### config.mk
export PLATFORM = sky130hd
export DESIGN_NAME = forwarding_unit_flat
export DESIGN_NICKNAME = d
export VERILOG_FILES = /design/src/rtl/forwarding_unit_if.sv /design/src/rtl/forwarding_unit.sv /design/src/flat_wrapper.sv
export SDC_FILE = /design/constraint.sdc
export NUM_CORES = 1
export LEC_CHECK = 0
export CAP_MARGIN = 25
export CORE_MARGIN = 1.5
export CORE_UTILIZATION = 40
export CTS_CLUSTER_DIAMETER = 150
export DETAILED_ROUTE_END_ITERATION = 16
export GPL_ROUTABILITY_DRIVEN = 1
export PLACE_DENSITY = 0.63
export SLEW_MARGIN = 10
export SYNTH_ARGS = -nofsm -noshare
export SYNTH_HDL_FRONTEND = slang
export SYNTH_SLANG_ARGS = --single-unit
### constraint.sdc
create_clock -name clk -period 5.6 [get_ports clk]
set_clock_uncertainty 0.2 [all_clocks]
set_input_delay 1.12 -clock clk [delete_from_list [all_inputs] [get_ports clk]]
set_output_delay 1.12 -clock clk [all_outputs]
set_load 0.1 [all_outputs]
### src/rtl/forwarding_unit_if.sv
// Forwarding unit bus: ID-stage decode fields and pipeline control in,
// EX operand selects, load-use stall and shadow rd taps out.
interface forwarding_unit_if #(
  parameter int REG_ADDR_W = 5,
  parameter int OPCODE_W   = 7
) ();
  logic                  stall_i;
  logic                  id_ex_flush_i;
  logic [OPCODE_W-1:0]   opcode_id_i;
  logic [REG_ADDR_W-1:0] rs1_address_id_i;
  logic [REG_ADDR_W-1:0] rs2_address_id_i;
  logic [REG_ADDR_W-1:0] rd_address_id_i;
  logic [1:0]            alu_forward_a_o;
  logic [1:0]            alu_forward_b_o;
  logic                  load_use_stall_o;
  logic [REG_ADDR_W-1:0] rd_address_mem_o;
  logic [REG_ADDR_W-1:0] rd_address_wb_o;

  modport master (
    output stall_i, id_ex_flush_i, opcode_id_i,
           rs1_address_id_i, rs2_address_id_i, rd_address_id_i,
    input  alu_forward_a_o, alu_forward_b_o, load_use_stall_o,
           rd_address_mem_o, rd_address_wb_o
  );

  modport slave (
    input  stall_i, id_ex_flush_i, opcode_id_i,
           rs1_address_id_i, rs2_address_id_i, rd_address_id_i,
    output alu_forward_a_o, alu_forward_b_o, load_use_stall_o,
           rd_address_mem_o, rd_address_wb_o
  );
endinterface

### src/rtl/forwarding_unit.sv
// EX operand forwarding selects and load-use stall for the 5-stage RV32 pipeline,
// driven by a shadow copy of the register-address/write-control fields ID->EX->MEM->WB.
module forwarding_unit #(
  parameter int REG_ADDR_W = 5,
  parameter int OPCODE_W   = 7
) (
  input logic          clk,
  input logic          reset,
  forwarding_unit_if.slave fwd
);

  localparam logic [OPCODE_W-1:0] OpBranch = OPCODE_W'(7'b1100011);
  localparam logic [OPCODE_W-1:0] OpStore  = OPCODE_W'(7'b0100011);
  localparam logic [OPCODE_W-1:0] OpLoad   = OPCODE_W'(7'b0000011);
  localparam logic [OPCODE_W-1:0] OpLui    = OPCODE_W'(7'b0110111);
  localparam logic [OPCODE_W-1:0] OpAuipc  = OPCODE_W'(7'b0010111);
  localparam logic [OPCODE_W-1:0] OpJal    = OPCODE_W'(7'b1101111);
  localparam logic [OPCODE_W-1:0] OpRType  = OPCODE_W'(7'b0110011);

  typedef struct packed {
    logic [REG_ADDR_W-1:0] rs1;
    logic [REG_ADDR_W-1:0] rs2;
    logic [REG_ADDR_W-1:0] rd;
    logic                  regWrite;
    logic                  isLoad;
    logic                  usesRs1;
    logic                  usesRs2;
  } exStageT;

  exStageT               idDecode;
  exStageT               exStage_q, exStage_d;
  logic [REG_ADDR_W-1:0] memRd_q, memRd_d;
  logic                  memRegWrite_q, memRegWrite_d;
  logic                  memIsLoad_q, memIsLoad_d;
  logic [REG_ADDR_W-1:0] wbRd_q, wbRd_d;
  logic                  wbRegWrite_q, wbRegWrite_d;
  logic                  loadUseStall;

  always_comb begin
    idDecode          = '0;
    idDecode.rs1      = fwd.rs1_address_id_i;
    idDecode.rs2      = fwd.rs2_address_id_i;
    idDecode.rd       = fwd.rd_address_id_i;
    idDecode.regWrite = !(fwd.opcode_id_i == OpBranch || fwd.opcode_id_i == OpStore ||
                          fwd.opcode_id_i == '0);
    idDecode.isLoad   = (fwd.opcode_id_i == OpLoad);
    idDecode.usesRs1  = !(fwd.opcode_id_i == OpLui || fwd.opcode_id_i == OpAuipc ||
                          fwd.opcode_id_i == OpJal);
    idDecode.usesRs2  = (fwd.opcode_id_i == OpRType || fwd.opcode_id_i == OpBranch ||
                         fwd.opcode_id_i == OpStore);
  end

  // A flush kills the dependent ID instruction, so it overrides the load-use hazard.
  always_comb begin
    loadUseStall = exStage_q.isLoad && exStage_q.regWrite && (exStage_q.rd != '0) &&
                   ((idDecode.usesRs1 && idDecode.rs1 == exStage_q.rd) ||
                    (idDecode.usesRs2 && idDecode.rs2 == exStage_q.rd)) &&
                   !fwd.id_ex_flush_i;
  end

  always_comb begin
    exStage_d     = exStage_q;
    memRd_d       = memRd_q;
    memRegWrite_d = memRegWrite_q;
    memIsLoad_d   = memIsLoad_q;
    wbRd_d        = wbRd_q;
    wbRegWrite_d  = wbRegWrite_q;
    if (!fwd.stall_i) begin
      exStage_d     = (fwd.id_ex_flush_i || loadUseStall) ? '0 : idDecode;
      memRd_d       = exStage_q.rd;
      memRegWrite_d = exStage_q.regWrite;
      memIsLoad_d   = exStage_q.isLoad;
      wbRd_d        = memRd_q;
      wbRegWrite_d  = memRegWrite_q;
    end
  end

  always_ff @(posedge clk or posedge reset) begin
    if (reset) begin
      exStage_q     <= '0;
      memRd_q       <= '0;
      memRegWrite_q <= 1'b0;
      memIsLoad_q   <= 1'b0;
      wbRd_q        <= '0;
      wbRegWrite_q  <= 1'b0;
    end else begin
      exStage_q     <= exStage_d;
      memRd_q       <= memRd_d;
      memRegWrite_q <= memRegWrite_d;
      memIsLoad_q   <= memIsLoad_d;
      wbRd_q        <= wbRd_d;
      wbRegWrite_q  <= wbRegWrite_d;
    end
  end

  // MEM has priority over WB so the youngest producer wins.
  always_comb begin
    fwd.alu_forward_a_o = 2'b00;
    fwd.alu_forward_b_o = 2'b00;
    if (exStage_q.usesRs1 && memRegWrite_q && memRd_q != '0 && memRd_q == exStage_q.rs1)
      fwd.alu_forward_a_o = 2'b10;
    else if (exStage_q.usesRs1 && wbRegWrite_q && wbRd_q != '0 && wbRd_q == exStage_q.rs1)
      fwd.alu_forward_a_o = 2'b01;
    if (exStage_q.usesRs2 && memRegWrite_q && memRd_q != '0 && memRd_q == exStage_q.rs2)
      fwd.alu_forward_b_o = 2'b10;
    else if (exStage_q.usesRs2 && wbRegWrite_q && wbRd_q != '0 && wbRd_q == exStage_q.rs2)
      fwd.alu_forward_b_o = 2'b01;
  end

  assign fwd.load_use_stall_o = loadUseStall;
  assign fwd.rd_address_mem_o = memRd_q;
  assign fwd.rd_address_wb_o  = wbRd_q;

  // The load-use stall must keep any consumer out of EX while its load sits in MEM.
  noLoadForwardA: assert property (@(posedge clk) disable iff (reset)
    !(exStage_q.usesRs1 && memIsLoad_q && memRegWrite_q && memRd_q != '0 &&
      memRd_q == exStage_q.rs1));
  noLoadForwardB: assert property (@(posedge clk) disable iff (reset)
    !(exStage_q.usesRs2 && memIsLoad_q && memRegWrite_q && memRd_q != '0 &&
      memRd_q == exStage_q.rs2));

endmodule
### src/flat_wrapper.sv
// flat-port wrapper written by rule: the top's interface ports become plain ports
module forwarding_unit_flat 
#(
  parameter int REG_ADDR_W = 5,
  parameter int OPCODE_W   = 7
)
  (clk, reset, fwd_stall_i, fwd_id_ex_flush_i, fwd_opcode_id_i, fwd_rs1_address_id_i, fwd_rs2_address_id_i, fwd_rd_address_id_i, fwd_alu_forward_a_o, fwd_alu_forward_b_o, fwd_load_use_stall_o, fwd_rd_address_mem_o, fwd_rd_address_wb_o);
  forwarding_unit_if #(.REG_ADDR_W(REG_ADDR_W), .OPCODE_W(OPCODE_W)) fwd_i ();
  input logic clk;
  input logic reset;
  input wire logic [$bits(fwd_i.stall_i)-1:0] fwd_stall_i;
  input wire logic [$bits(fwd_i.id_ex_flush_i)-1:0] fwd_id_ex_flush_i;
  input wire logic [$bits(fwd_i.opcode_id_i)-1:0] fwd_opcode_id_i;
  input wire logic [$bits(fwd_i.rs1_address_id_i)-1:0] fwd_rs1_address_id_i;
  input wire logic [$bits(fwd_i.rs2_address_id_i)-1:0] fwd_rs2_address_id_i;
  input wire logic [$bits(fwd_i.rd_address_id_i)-1:0] fwd_rd_address_id_i;
  output wire logic [$bits(fwd_i.alu_forward_a_o)-1:0] fwd_alu_forward_a_o;
  output wire logic [$bits(fwd_i.alu_forward_b_o)-1:0] fwd_alu_forward_b_o;
  output wire logic [$bits(fwd_i.load_use_stall_o)-1:0] fwd_load_use_stall_o;
  output wire logic [$bits(fwd_i.rd_address_mem_o)-1:0] fwd_rd_address_mem_o;
  output wire logic [$bits(fwd_i.rd_address_wb_o)-1:0] fwd_rd_address_wb_o;
  assign fwd_i.stall_i = fwd_stall_i;
  assign fwd_i.id_ex_flush_i = fwd_id_ex_flush_i;
  assign fwd_i.opcode_id_i = fwd_opcode_id_i;
  assign fwd_i.rs1_address_id_i = fwd_rs1_address_id_i;
  assign fwd_i.rs2_address_id_i = fwd_rs2_address_id_i;
  assign fwd_i.rd_address_id_i = fwd_rd_address_id_i;
  assign fwd_alu_forward_a_o = fwd_i.alu_forward_a_o;
  assign fwd_alu_forward_b_o = fwd_i.alu_forward_b_o;
  assign fwd_load_use_stall_o = fwd_i.load_use_stall_o;
  assign fwd_rd_address_mem_o = fwd_i.rd_address_mem_o;
  assign fwd_rd_address_wb_o = fwd_i.rd_address_wb_o;
  forwarding_unit #(.REG_ADDR_W(REG_ADDR_W), .OPCODE_W(OPCODE_W)) u_core (.clk(clk), .reset(reset), .fwd(fwd_i));
endmodule
==> impl_metrics.ini, run 1 <==
[status]
outcome = finished clean

[die]
die_x_um = 70.7
ios = 41
core_area_mm2 = 0.00438
die-area_mm2 = 0.00500
initial_core_util_pct = 41.9
num_rows = 24
die_h_um = 70.7

[sta]
holdWs_ns = 0.323
setup_viol = 0
setup_tns_ns = 0
hold_viol_final = 0
max_slew_margin_pct = 34.9
period_needed_ns = 4.39
max_freq_mhz = 228
worst_pin_slew_ns = 0.974
rsz0062_at_grt = false
finalMaxSlewViolations = 0
fin_crit_sh_pct = 78.4

[global_route]
gr-total-overflow = 0
grt_usage_pct = 19.7
grt_max_degree = 51
grt_pass1_vias = 1538
grt_pass1_wl_um = 7760
antenna_found_initial = 0

[routing]
drc = 0
wirelength_um = 4470
routed_via_density = 5.36
routedWlPerCell_um = 16.6
drt-initial-drc-count = 73
vias = 1447
drtPass1Iterations = 4
antenna_left = 0

[setup_path]
critPathMaxStageDelay_ns = 1.16
cp-start-kind = flop
reg2reg_to = u_core.exStage_q[4]$_DFFE_PP0N_
slowest_stage = clkdlybuf4s50_1
crit_path_start = u_core.fwd.rd_address_mem_o[2]$_DFFE_PP0N_
critPathMaxFanout = 6
ff2ff_path_depth = 5
cp_data_arrival_time_ns = 3.07
timing.rr.start = u_core.exStage_q[6]$_DFFE_PP0N_
crit_path_end_kind = output pin
path_buf_inv = 1
path_depth = 5
cp_cell_sequence = or4_1 -> o21ai_0 -> nor3_2 -> nor3_1 -> clkdlybuf4s50_1
crit_family = buffers and inverters
crit_end = fwd_alu_forward_b_o[0]
rrSetupSlack_ns = 3.19
worstPathRequired_ns = 4.28
path_class = reg2out

[yosys]
ys_top_cells_by_area = dfrtp_1, xnor2_1, mux2_2
synth_cell_types = 32
syn_area_per_cell_um2 = 10.5
syn-cell-area_mm2 = 0.00184
yosys_warnings = 0
synth_nets = 200
syn-instance-count = 174
synth_seq_area_share_pct = 42.3
ys_ff_latch = 31
synth_top_area_share_pct = 42.3
yosysTopAreaCell = dfrtp_1

[clock_network]
cts_buffers = 5
holdBufCountCts = 0
clock_path_buffers = 2
clk_latency_ns = 0.28
cts.sink_count = 31
post_cts_buffers = 0
clk_pin_slew_ns = 0.07
cts_resized = 0
cts_root_buf = clkbuf_8
cts_max_level = 2
tritoncts = built

[worst_hold_path]
holdCritPathClass = reg2reg

[power]
p_leak_nw = 1.04
ir_drop_mv = 0.153
p_per_area_mw_per_mm2 = 296
p_total_w = 0.000716

[placement]
io_buffers = 40
dpl.hpwl_um = 3280
routabilityCongestion = 0.792
dp.cells = 262
postPlaceCellArea_mm2 = 0.00230

[cells_and_area]
layout_commonest_cell = clkdlybuf4s50_1
syn2layout_area_growth_pct = 31.9
final_cells = 270
layout_common_cells = clkdlybuf4s50_1, dfrtp_1, xnor2_1, nand2_1, inv_1
nets = 243
layout-drive-gt1-share_pct = 18.3
n_antenna_cell = 0
stdcell_area_mm2 = 0.00242

[flow_run]
cap_violations = 0
[worst reg2reg max path, cell delays in order (launching register included)]
cell and delay [ns]:
dfrtp_1 0.49, or4_4 0.59, o211ai_4 0.25, o41ai_4 0.19, buf_4 0.24, o41ai_1 0.34
[sequential cells by signal (all words and copies together) (netlist names)]
name	cells
u_core.exStage_q	19
u_core.fwd.rd_address_mem_o	5
u_core.fwd.rd_address_wb_o	5
u_core.memRegWrite_q	1
u_core.wbRegWrite_q	1
[per-layer routing]
layer  GRT usage, %  share of wire (%)  vias up
li1               -                  -      710
met1           26.2                 47      691
met2           31.6                 47       43
met3           5.70                4.7        3
met4           5.45               0.65        0
met5              0                  0        -
[cells in the mapped netlist]
master	instances
o41ai_1	9
or3b_2	1
o21ai_0	3
o31ai_1	3
o41ai_4	1
nand4b_1	1
and3_1	1
nand3_1	5
nand2_1	22
xnor2_1	22
a21oi_2	1
o41ai_2	7
a211oi_1	1
nand2b_1	1
nand4_1	4
o211ai_4	1
mux2_2	12
nor2_1	1
xor2_1	8
nor4_1	4
buf_2	1
nor3_2	1
buf_6	1
nand3b_1	1
or4_1	2
or4_4	1
o21a_1	1
nor3_1	5
clkbuf_1	3
buf_1	2
inv_1	17
dfrtp_1	31
[kinds of logic (layout without fill, tap and decap cells)]
group / Yosys count / after routing / share of synthesized area (%)
multiplexers: 12 / 12 / 7.36
AO/OA/AOI/OAI: 27 / 27 / 16.5
buffers and inverters: 24 / 68 / 5.38
XOR/XNOR: 30 / 30 / 14.3
flip-flops: 31 / 31 / 42.3
AND/OR/NAND/NOR: 50 / 50 / 14.2
[where the power goes]
group | switching (W) | internal [W] | total (W)
combinational | 0.000126 | 0.0000800 | 0.000206
sequential | 0.0000358 | 0.000245 | 0.000281
clock | 0.0000847 | 0.000144 | 0.000229
[worst min-delay path by stage]
| stage | from | endpoint | slack [ns] | cells past startpoint |
|---|---|---|---|---|
| floorplan | u_core.exStage_q[0]$_DFFE_PP0N_ | u_core.exStage_q[0]$_DFFE_PP0N_ | 0.27 | 2 |
| global placement | u_core.wbRegWrite_q$_DFFE_PP0N_ | u_core.wbRegWrite_q$_DFFE_PP0N_ | 0.29 | 1 |
| detailed placement | u_core.wbRegWrite_q$_DFFE_PP0N_ | u_core.wbRegWrite_q$_DFFE_PP0N_ | 0.31 | 1 |
| CTS | u_core.wbRegWrite_q$_DFFE_PP0N_ | u_core.wbRegWrite_q$_DFFE_PP0N_ | 0.33 | 1 |
| global route | u_core.wbRegWrite_q$_DFFE_PP0N_ | u_core.wbRegWrite_q$_DFFE_PP0N_ | 0.33 | 1 |
| finish | u_core.wbRegWrite_q$_DFFE_PP0N_ | u_core.wbRegWrite_q$_DFFE_PP0N_ | 0.32 | 1 |
[through the flow]
stage | utilization [%] | worst slack [ns]
2_1_floorplan | - | 0.132
3_3_place_gp | 52.5 | 1.47
3_5_place_dp | 52.5 | 1.42
4_1_cts | 55.2 | 1.20
5_1_grt | 55.2 | 1.06
6_report | 55.2 | 1.21
[area by class of cell]
class                   instances  area (um2)
clock inverters                 2        35.0
fillers                       384        1960
inverters                      17        63.8
clock buffers                   6        82.6
well taps                      52        65.1
flip-flops and latches         31         776
multi-input cells             119         971
repair buffers                 43         428
Note: power is estimated with default switching activity, not from simulation.
==> inputs of run 2 (changes only) <==
clock period = 4.39 ns   (was 5.6 ns; I/O delays follow)
==> impl_metrics.ini, run 2 (same netlist as run 1, synthesis figures left out) <==
[sta]
worst_pin_slew_ns = 0.973
finalMaxSlewViolations = 0
period_needed_ns = 3.74
max_slew_margin_pct = 35.0
holdWs_ns = 0.312
fin_crit_sh_pct = 85.3
hold_viol_final = 0
setup_viol = 0
max_freq_mhz = 267
fin_ws_ns = 0.646
rsz0062_at_grt = false

[die]
die_h_um = 70.7
ios = 41
die-area_mm2 = 0.00500
die_x_um = 70.7
num_rows = 24
core_area_mm2 = 0.00438
initial_core_util_pct = 41.9

[cells_and_area]
final_cells = 271
top_register = u_core.exStage_q
stdcell_area_mm2 = 0.00241
nets = 244
final_util_pct = 55.0
ff_latch_area_um2 = 781
multiInputGateArea_um2 = 971
syn2layout_area_growth_pct = 31.4
layout-drive-gt1-share_pct = 20.5
layout_commonest_cell = clkdlybuf4s50_1
n_antenna_cell = 0
layout_common_cells = clkdlybuf4s50_1, dfrtp_1, xnor2_1, nand2_1, inv_1
largest_register_ffs = 19
fillers = 385

[setup_path]
path_class = reg2out
cp_data_arrival_time_ns = 2.67
cp-start-kind = flop
ff2ff_path_depth = 5
worstPathRequired_ns = 3.31
crit_path_end_kind = output pin
critPathMaxFanout = 6

[global_route]
grt_util_met2_pct = 34.7
grt.met3_usage_pct = 4.27
grt_util_met1_pct = 26.0
gr-total-overflow = 0
grt_max_degree = 51
grt_pass1_vias = 1614
antenna_found_initial = 0
grt_usage_pct = 20.6
grt_pass1_wl_um = 8010
grt.busiest_layer = met2

[clock_network]
holdBufCountCts = 0
post_cts_buffers = 0
tritoncts = built
cts_buffers = 5
cts_max_level = 2
cts_resized = 0
clock_path_buffers = 2
clk_latency_ns = 0.28
cts_root_buf = clkbuf_8
cts.sink_count = 31
clk_pin_slew_ns = 0.06

[routing]
routed_via_density = 5.51
drt-initial-drc-count = 111
vias = 1492
drc = 0
antenna_left = 0
routedWlPerCell_um = 17.1
wirelength_um = 4640
drtPass1Iterations = 4

[placement]
pre_cts_slack_ns = 0.696
dp.cells = 262
routabilityCongestion = 0.845
dpl.hpwl_um = 3390
io_buffers = 40
postPlaceCellArea_mm2 = 0.00230

[flow_run]
cap_violations = 0

[status]
outcome = finished clean

[power]
ir_drop_mv = 0.213
p_leak_nw = 1.03
p_per_area_mw_per_mm2 = 348

[worst_hold_path]
hold_depth = 1
holdCritPathClass = reg2reg
[run 2: layout make-up]
| type | instances | area share (%) |
|---|---|---|
| clock inverter | 1 | 0.207 |
| clock buffer | 7 | 3.16 |
| sequential | 31 | 32.4 |
| tap | 52 | 2.70 |
| timing repair buffer | 44 | 18.7 |
| multi-input combinational | 119 | 40.2 |
| inverter | 17 | 2.65 |
[run 2: final timing paths]
kind,slack [ns],startpoint,to
worst max-delay path,0.65,u_core.fwd.rd_address_mem_o[2]$_DFFE_PP0N_,fwd_alu_forward_b_o[1]
worst min-delay path,0.31,u_core.wbRegWrite_q$_DFFE_PP0N_,u_core.wbRegWrite_q$_DFFE_PP0N_
worst max register to register,2.00,u_core.exStage_q[6]$_DFFE_PP0N_,u_core.exStage_q[9]$_DFFE_PP0N_
worst min register to register,0.31,u_core.wbRegWrite_q$_DFFE_PP0N_,u_core.wbRegWrite_q$_DFFE_PP0N_
max in group asynchronous,2.78,reset,u_core.exStage_q[2]$_DFFE_PP0N_
min in group asynchronous,0.63,reset,u_core.fwd.rd_address_wb_o[1]$_DFFE_PP0N_
[run 2: metal layers]
layer	routed length, um	vias up	part of all wire (%)
li1	-	712	-
met5	0	-	0
met3	187	8	4.0
met2	2270	43	49
met4	73	0	1.6
met1	2110	729	45
[run 2: power by group]
| group | leakage, nW | switching (W) | internal [W] |
|---|---|---|---|
| Sequential | 0.397 | 0.0000450 | 0.000314 |
| Clock | 0.0422 | 0.000102 | 0.000111 |
| Combinational | 0.592 | 0.000162 | 0.000105 |
[run 2: critical path: stages (launching register included)]
cell             delay [ns]
dfrtp_2                0.45
or4_1                  0.52
o21ai_0                0.33
nor3_2                 0.11
clkdlybuf4s50_1        0.98
[run 2: through the flow]
step	TNS, ns	power [W]
detailed placement	0	0.000629
finish	0	0.000839
global placement	0	0.000621
global route	0	0.000885
CTS	0	0.000847
floorplan	-1.15	0.000545
==> inputs of run 3 (changes only) <==
CORE_MARGIN = 8   (was 1.5)
==> impl_metrics.ini, run 3 (same netlist as run 1, synthesis figures left out) <==
[cells_and_area]
layout_commonest_cell = clkdlybuf4s50_1
layout-drive-gt1-share_pct = 21.5
n_antenna_cell = 0
stdcell_area_mm2 = 0.00244
layout_common_cells = clkdlybuf4s50_1, dfrtp_1, xnor2_1, nand2_1, inv_1
fillers = 402
syn2layout_area_growth_pct = 32.7
final_util_pct = 55.6
nets = 244
largest_register_ffs = 19
top_register = u_core.exStage_q

[routing]
drtPass1Iterations = 4
drc = 0
routedWlPerCell_um = 17.3
antenna_left = 0
wirelength_um = 4700
vias = 1483
drt-initial-drc-count = 53
routed_via_density = 5.47

[sta]
setup_viol = 0
worst_pin_slew_ns = 0.978
max_slew_margin_pct = 34.6
rsz0062_at_grt = false
holdWs_ns = 0.306
period_needed_ns = 3.75
fin_crit_sh_pct = 85.5
finalMaxSlewViolations = 0
hold_viol_final = 0
max_freq_mhz = 266
setup_tns_ns = 0

[clock_network]
clk_latency_ns = 0.28
tritoncts = built
holdBufCountCts = 0
cts_buffers = 5
cts_root_buf = clkbuf_8
clock_path_buffers = 2
cts_resized = 0
cts.sink_count = 31
post_cts_buffers = 0
cts_max_level = 2
clk_pin_slew_ns = 0.06

[worst_hold_path]
holdPathEnd = u_core.wbRegWrite_q$_DFFE_PP0N_
hold_depth = 1
holdCritPathClass = reg2reg
min_from = u_core.wbRegWrite_q$_DFFE_PP0N_

[flow_run]
cap_violations = 0

[die]
core_area_mm2 = 0.00438
initial_core_util_pct = 41.9
die-area_mm2 = 0.00701
die_h_um = 83.7
num_rows = 24
die_x_um = 83.7
ios = 41

[setup_path]
critPathMaxStageDelay_ns = 0.98
cp-start-kind = flop
cp_cell_sequence = or4_1 -> o21ai_0 -> nor3_2 -> clkdlybuf4s50_1
reg2reg_to = u_core.exStage_q[6]$_DFFE_PP0N_
slowest_stage = clkdlybuf4s50_1
critPathMaxFanout = 6
crit_path_end_kind = output pin
ff2ff_path_depth = 5
path_class = reg2out
cp_data_arrival_time_ns = 2.67
timing.rr.start = u_core.exStage_q[6]$_DFFE_PP0N_
rrSetupSlack_ns = 2.03
crit_family = buffers and inverters
worstPathRequired_ns = 3.31
path_buf_inv = 1

[global_route]
grt_pass1_wl_um = 8370
antenna_found_initial = 0
gr-total-overflow = 0
grt_usage_pct = 14.4
grt_pass1_vias = 1673
grt_max_degree = 51

[power]
p_total_w = 0.000914
ir_drop_mv = 0.158
p_per_area_mw_per_mm2 = 375
p_leak_nw = 1.04

[placement]
io_buffers = 40
dpl.hpwl_um = 3520
routabilityCongestion = 0.845
postPlaceCellArea_mm2 = 0.00230

[status]
outcome = finished clean
run 3: worst max path at each step:
stage / start / depth (start not counted) / to
after floorplan: u_core.fwd.rd_address_mem_o[2]$_DFFE_PP0N_ / 4 / fwd_alu_forward_a_o[0]
after detailed placement: fwd_opcode_id_i[4] / 6 / fwd_load_use_stall_o
after CTS: u_core.fwd.rd_address_mem_o[2]$_DFFE_PP0N_ / 4 / fwd_alu_forward_a_o[1]
after global routing: u_core.fwd.rd_address_mem_o[2]$_DFFE_PP0N_ / 4 / fwd_alu_forward_a_o[1]
after global placement: fwd_opcode_id_i[4] / 6 / fwd_load_use_stall_o
final: u_core.fwd.rd_address_mem_o[2]$_DFFE_PP0N_ / 4 / fwd_alu_forward_b_o[1]
run 3: metal layers:
metal | global-route usage [%] | wire length, um | vias up
li1 | - | - | 714
met1 | 17.9 | 2190 | 720
met2 | 23.3 | 2270 | 45
met3 | 4.20 | 212 | 4
met4 | 4.55 | 23 | 0
met5 | 0 | 0 | -
run 3: cell type report:
type | instances | area, um2 | share of cell area (%)
clock inverter | 2 | 35.0 | 1.44
inverter | 17 | 63.8 | 2.62
clock buffer | 6 | 82.6 | 3.39
sequential | 31 | 781 | 32.0
timing repair buffer | 44 | 438 | 18.0
tap | 52 | 65.1 | 2.67
multi-input combinational | 119 | 971 | 39.9
run 3: per-stage QoR:
step           setup WS [ns]  cells
2_1_floorplan         -0.573    174
3_3_place_gp           0.745    262
3_5_place_dp           0.693    262
4_1_cts                0.606    270
5_1_grt                0.492    271
6_report               0.637    271
run 3: power by group:
group | switching, W | leakage (nW) | total (W) | internal, W
registers | 0.0000449 | 0.397 | 0.000358 | 0.000314
logic | 0.000161 | 0.587 | 0.000264 | 0.000103
clock network | 0.000108 | 0.0612 | 0.000291 | 0.000183
total | 0.000314 | 1.04 | 0.000914 | 0.000600
==> patch 1 (flow settings as in run 2) <==
`REG_ADDR_W` is set to 5 in 3 places; all go to 6.
--- a/src/rtl/forwarding_unit_if.sv
+++ b/src/rtl/forwarding_unit_if.sv
@@ -3,3 +3,3 @@
 interface forwarding_unit_if #(
-  parameter int REG_ADDR_W = 5,
+  parameter int REG_ADDR_W = 6,
   parameter int OPCODE_W   = 7
--- a/src/rtl/forwarding_unit.sv
+++ b/src/rtl/forwarding_unit.sv
@@ -3,3 +3,3 @@
 module forwarding_unit #(
-  parameter int REG_ADDR_W = 5,
+  parameter int REG_ADDR_W = 6,
   parameter int OPCODE_W   = 7
--- a/src/flat_wrapper.sv
+++ b/src/flat_wrapper.sv
@@ -3,3 +3,3 @@
 #(
-  parameter int REG_ADDR_W = 5,
+  parameter int REG_ADDR_W = 6,
   parameter int OPCODE_W   = 7
Interface: changed (5 resized); port bits go from 41 to 46. No check against the original RTL was run, so the function may have changed too.
==> patch 1 against run 2 <==
Area after synthesis increased by 2.4%. Power grew 14%. Final cell count shrank 5.2%. Sequential share of layout area rose by 3.1 points. Worst hold slack got worse by 0.0054 ns. Sequential power increased by 16%. Setup slack lost 0.18 ns. Sequential cell count rose by 5. Wire length grew 3.9%. Non-clock buffer count increased by 7. Design area is 6.0% higher. Register-to-register slack gained 0.04 ns.
==> patch 1: results (changes against run 2) <==
[grt]
grt_util_met3_pct=4.36  ; was 4.27%
grt_pass1_vias=1529  ; was 1614
track_usage_pct=20.2  ; was 20.6%
grtUsageMet1_pct=27.8  ; was 26.0%
grt_max_degree=27  ; was 51

[finish]
final_cells=257  ; was 271
layout-drive-gt1-share_pct=21.0  ; was 20.5%
fill_cells=368  ; was 385
layout.nets=233  ; was 244

[critical_path]
r2r-start=u_core.exStage_q[9]$_DFFE_PP0N_  ; was u_core.exStage_q[6]$_DFFE_PP0N_
reg2reg_to=u_core.exStage_q[14]$_DFFE_PP0N_  ; was u_core.exStage_q[9]$_DFFE_PP0N_
startpoint=fwd_opcode_id_i[5]  ; was u_core.fwd.rd_address_mem_o[2]$_DFFE_PP0N_
rr_worst_depth=6  ; was 5
critPathMaxFanout=5  ; was 6
crit_path_end=fwd_load_use_stall_o  ; was fwd_alu_forward_b_o[1]
rrSetupSlack_ns=2.04  ; was 2.00 ns

[worst_hold_path]
holdPathEnd=u_core.exStage_q[2]$_DFFE_PP0N_  ; was u_core.wbRegWrite_q$_DFFE_PP0N_

[yosys]
synth_common_cells=dfrtp_1, xnor2_1, a32o_1  ; was dfrtp_1, nand2_1, xnor2_1
synth_compound_area_share_pct=14.5  ; was 16.5%
seq_area_frac_synth_pct=47.9  ; was 42.3%

[timing]
worst_slew_pin_slew_ns=0.975  ; was 0.973 ns
setup_slack_ns=0.462  ; was 0.646 ns

[drt]
wl_met1_mm=2.27  ; was 2.11 mm
vias_per_cell=5.88  ; was 5.51
wire_per_inst_um=18.8  ; was 17.1 um

[placed_design]
dp_slack_ns=0.480  ; was 0.696 ns
place_area_sq_um=2440  ; was 2300 sq um
io_buffers=45  ; was 40

[run_status]
outcome=complete, no violations  ; unchanged

==> patch 1: changes by cell type after synthesis, sizes merged, moves of 2 or more <==
cell | run 2 | this run
nor2 | 1 | 3
nand2 | 22 | 2
a32o | 0 | 22
clkbuf | 3 | 5
nor3 | 6 | 2
nor4 | 4 | 7
o41ai | 17 | 0
nand4 | 4 | 6
xnor2 | 22 | 28
o21ai | 3 | 0
mux2 | 12 | 14
inv | 17 | 1
dfrtp | 31 | 36
==> patch 1: area by class of cell <==
cell class                      count  share of cell area (%)
Multi-Input combinational cell    109                    38.1
Sequential cell                    36                    35.4
Timing Repair Buffer               51                    20.2
Clock buffer                        6                    3.23
Tap cell                           52                    2.55
Clock inverter                      2                   0.392
Inverter                            1                   0.147
==> patch 1: report_power, final <==
part | internal, W | leakage (nW) | switching [W] | total (W)
Combinational | 0.000121 | 0.485 | 0.000184 | 0.000305
Clock | 0.000125 | 0.0510 | 0.000115 | 0.000240
Sequential | 0.000364 | 0.462 | 0.0000514 | 0.000415
==> patch 2 (flow settings as in run 2) <==
Without the edit above. `memRd_q` no longer has a reset.
--- a/src/rtl/forwarding_unit.sv
+++ b/src/rtl/forwarding_unit.sv
@@ -80,3 +80,2 @@
       exStage_q     <= '0;
-      memRd_q       <= '0;
       memRegWrite_q <= 1'b0;
@@ -87,3 +86,2 @@
       exStage_q     <= exStage_d;
-      memRd_q       <= memRd_d;
       memRegWrite_q <= memRegWrite_d;
@@ -93,2 +91,6 @@
     end
+  end
+
+  always_ff @(posedge clk) begin
+    memRd_q <= memRd_d;
   end
Function: differs if reset is asserted again (counterexample within 4 cycles, from zero or initial values and one cycle with reset high); with reset held inactive, the same outputs for 10 cycles.
==> patch 2 against run 2 <==
Count of clock-buffer cells in the layout down 2. Non-clock buffer count up 1. Sequential share of layout area up 0.19 points. Power down 3.4%. Final cell count up 0.37%. Area after synthesis up 0.34%. Setup slack worse by 0.25 ns. Wire length down 1.0%. Sequential cell count unchanged. Design area up 2.0%. Critical path type is now in2out. Critical endpoint is now fwd_load_use_stall_o.
==> patch 2: results (changes against run 2) <==
[critical_path]
critPathMaxFanout=5  ; was 6
arrival_ns=2.92  ; was 2.67 ns
rrSetupSlack_ns=2.05  ; was 2.00 ns
reg2reg_to=u_core.exStage_q[13]$_DFFE_PP0N_  ; was u_core.exStage_q[9]$_DFFE_PP0N_
cp_slowest_cell=or4_1  ; was clkdlybuf4s50_1
startpoint=fwd_opcode_id_i[6]  ; was u_core.fwd.rd_address_mem_o[2]$_DFFE_PP0N_
critPathTopFamily=simple AND/OR/NAND/NOR gates  ; was buffers and inverters
crit_path_max_incr_delay_ns=0.53  ; was 0.98 ns
r2r-start=u_core.exStage_q[7]$_DFFE_PP0N_  ; was u_core.exStage_q[6]$_DFFE_PP0N_

[drt]
vias_per_cell=5.56  ; was 5.51
via_count=1511  ; was 1492
drt_iter0_markers=53  ; was 111

[yosys]
synthMuxAreaShare_pct=4.28  ; was 7.36%
synth_compound_area_share_pct=16.6  ; was 16.5%
async_reset_ff_share_pct=83.9  ; was 100%
synth_xor_area_share_pct=14.3  ; about the same
seq_area_frac_synth_pct=43.5  ; was 42.3%
yosys-top-cells-area=dfrtp_1, xnor2_1, edfxtp_1  ; was dfrtp_1, xnor2_1, mux2_2
synth-edff-count=5  ; was 0
synth_cell_types=31  ; was 32
synth_common_cells=dfrtp_1, nand2_1, xnor2_1  ; unchanged

[placed_design]
place_hpwl_mm=3.45  ; was 3.39 mm
place_area_sq_um=2340  ; was 2300 sq um
dp_slack_ns=0.431  ; was 0.696 ns
place_congestion=0.752  ; was 0.845

[finish]
num-nonclk-buffers=45  ; was 44
clkCellAreaFrac_pct=3.61  ; was 3.37%
seq_share_pct=32.6  ; was 32.4%
nonClkBufAreaFrac_pct=18.6  ; was 18.7%
nNonClkInverters=18  ; was 17
layout-drive-gt1-share_pct=19.5  ; was 20.5%
layout.nets=245  ; was 244
nMultiInputCombCells=118  ; was 119
area_growth_pct=33.6  ; was 31.4%

[timing]
fmaxAchievable_ghz=0.250  ; was 0.267 GHz
worst_slew_pin_slew_ns=0.981  ; was 0.973 ns
hold_ws_ns=0.349  ; was 0.312 ns

[pwr]
clock_power_w=0.000228  ; was 0.000213 W
p_leak_nw=1.03  ; about the same
max-vdd-ir-drop_mv=0.151  ; was 0.213 mV
power_frac_clock_pct=28.2  ; was 25.4%

[grt]
grt_max_degree=27  ; was 51
grt_pass1_wl_mm=7.78  ; was 8.01 mm
grt_pass1_vias=1634  ; was 1614

[run_status]
outcome=complete, no violations  ; unchanged

[patch 2: cell count changes after synthesis, sizes merged, moves of 2 or more]
cell / before / now
dfrtp: 31 / 26
buf: 4 / 2
edfxtp: 0 / 5
mux2: 12 / 7
clkbuf: 3 / 5
or4: 3 / 5
[patch 2: metal layers]
| metal | vias to the layer above | share of wire [%] | global-route usage [%] |
|---|---|---|---|
| met3 | 8 | 4.8 | 4.99 |
| met4 | 0 | 1.6 | 8.39 |
| met2 | 46 | 50 | 32.9 |
| met1 | 738 | 44 | 24.2 |
| met5 | - | 0 | 0 |
| li1 | 719 | - | - |
[patch 2: logic make-up after synthesis]
family          count (synthesis)
mux                             7
buf+inv                        25
flops                          31
simple gates                   54
compound gates                 27
xor+xnor                       30
[patch 2: worst register-to-register path, delay by kind of cell, from the launching register on]
kind,cells,cell delay (ns)
AO/OA/AOI/OAI,3,0.75
flip-flops,1,0.47
AND/OR/NAND/NOR,1,0.59
buffers and inverters,1,0.24
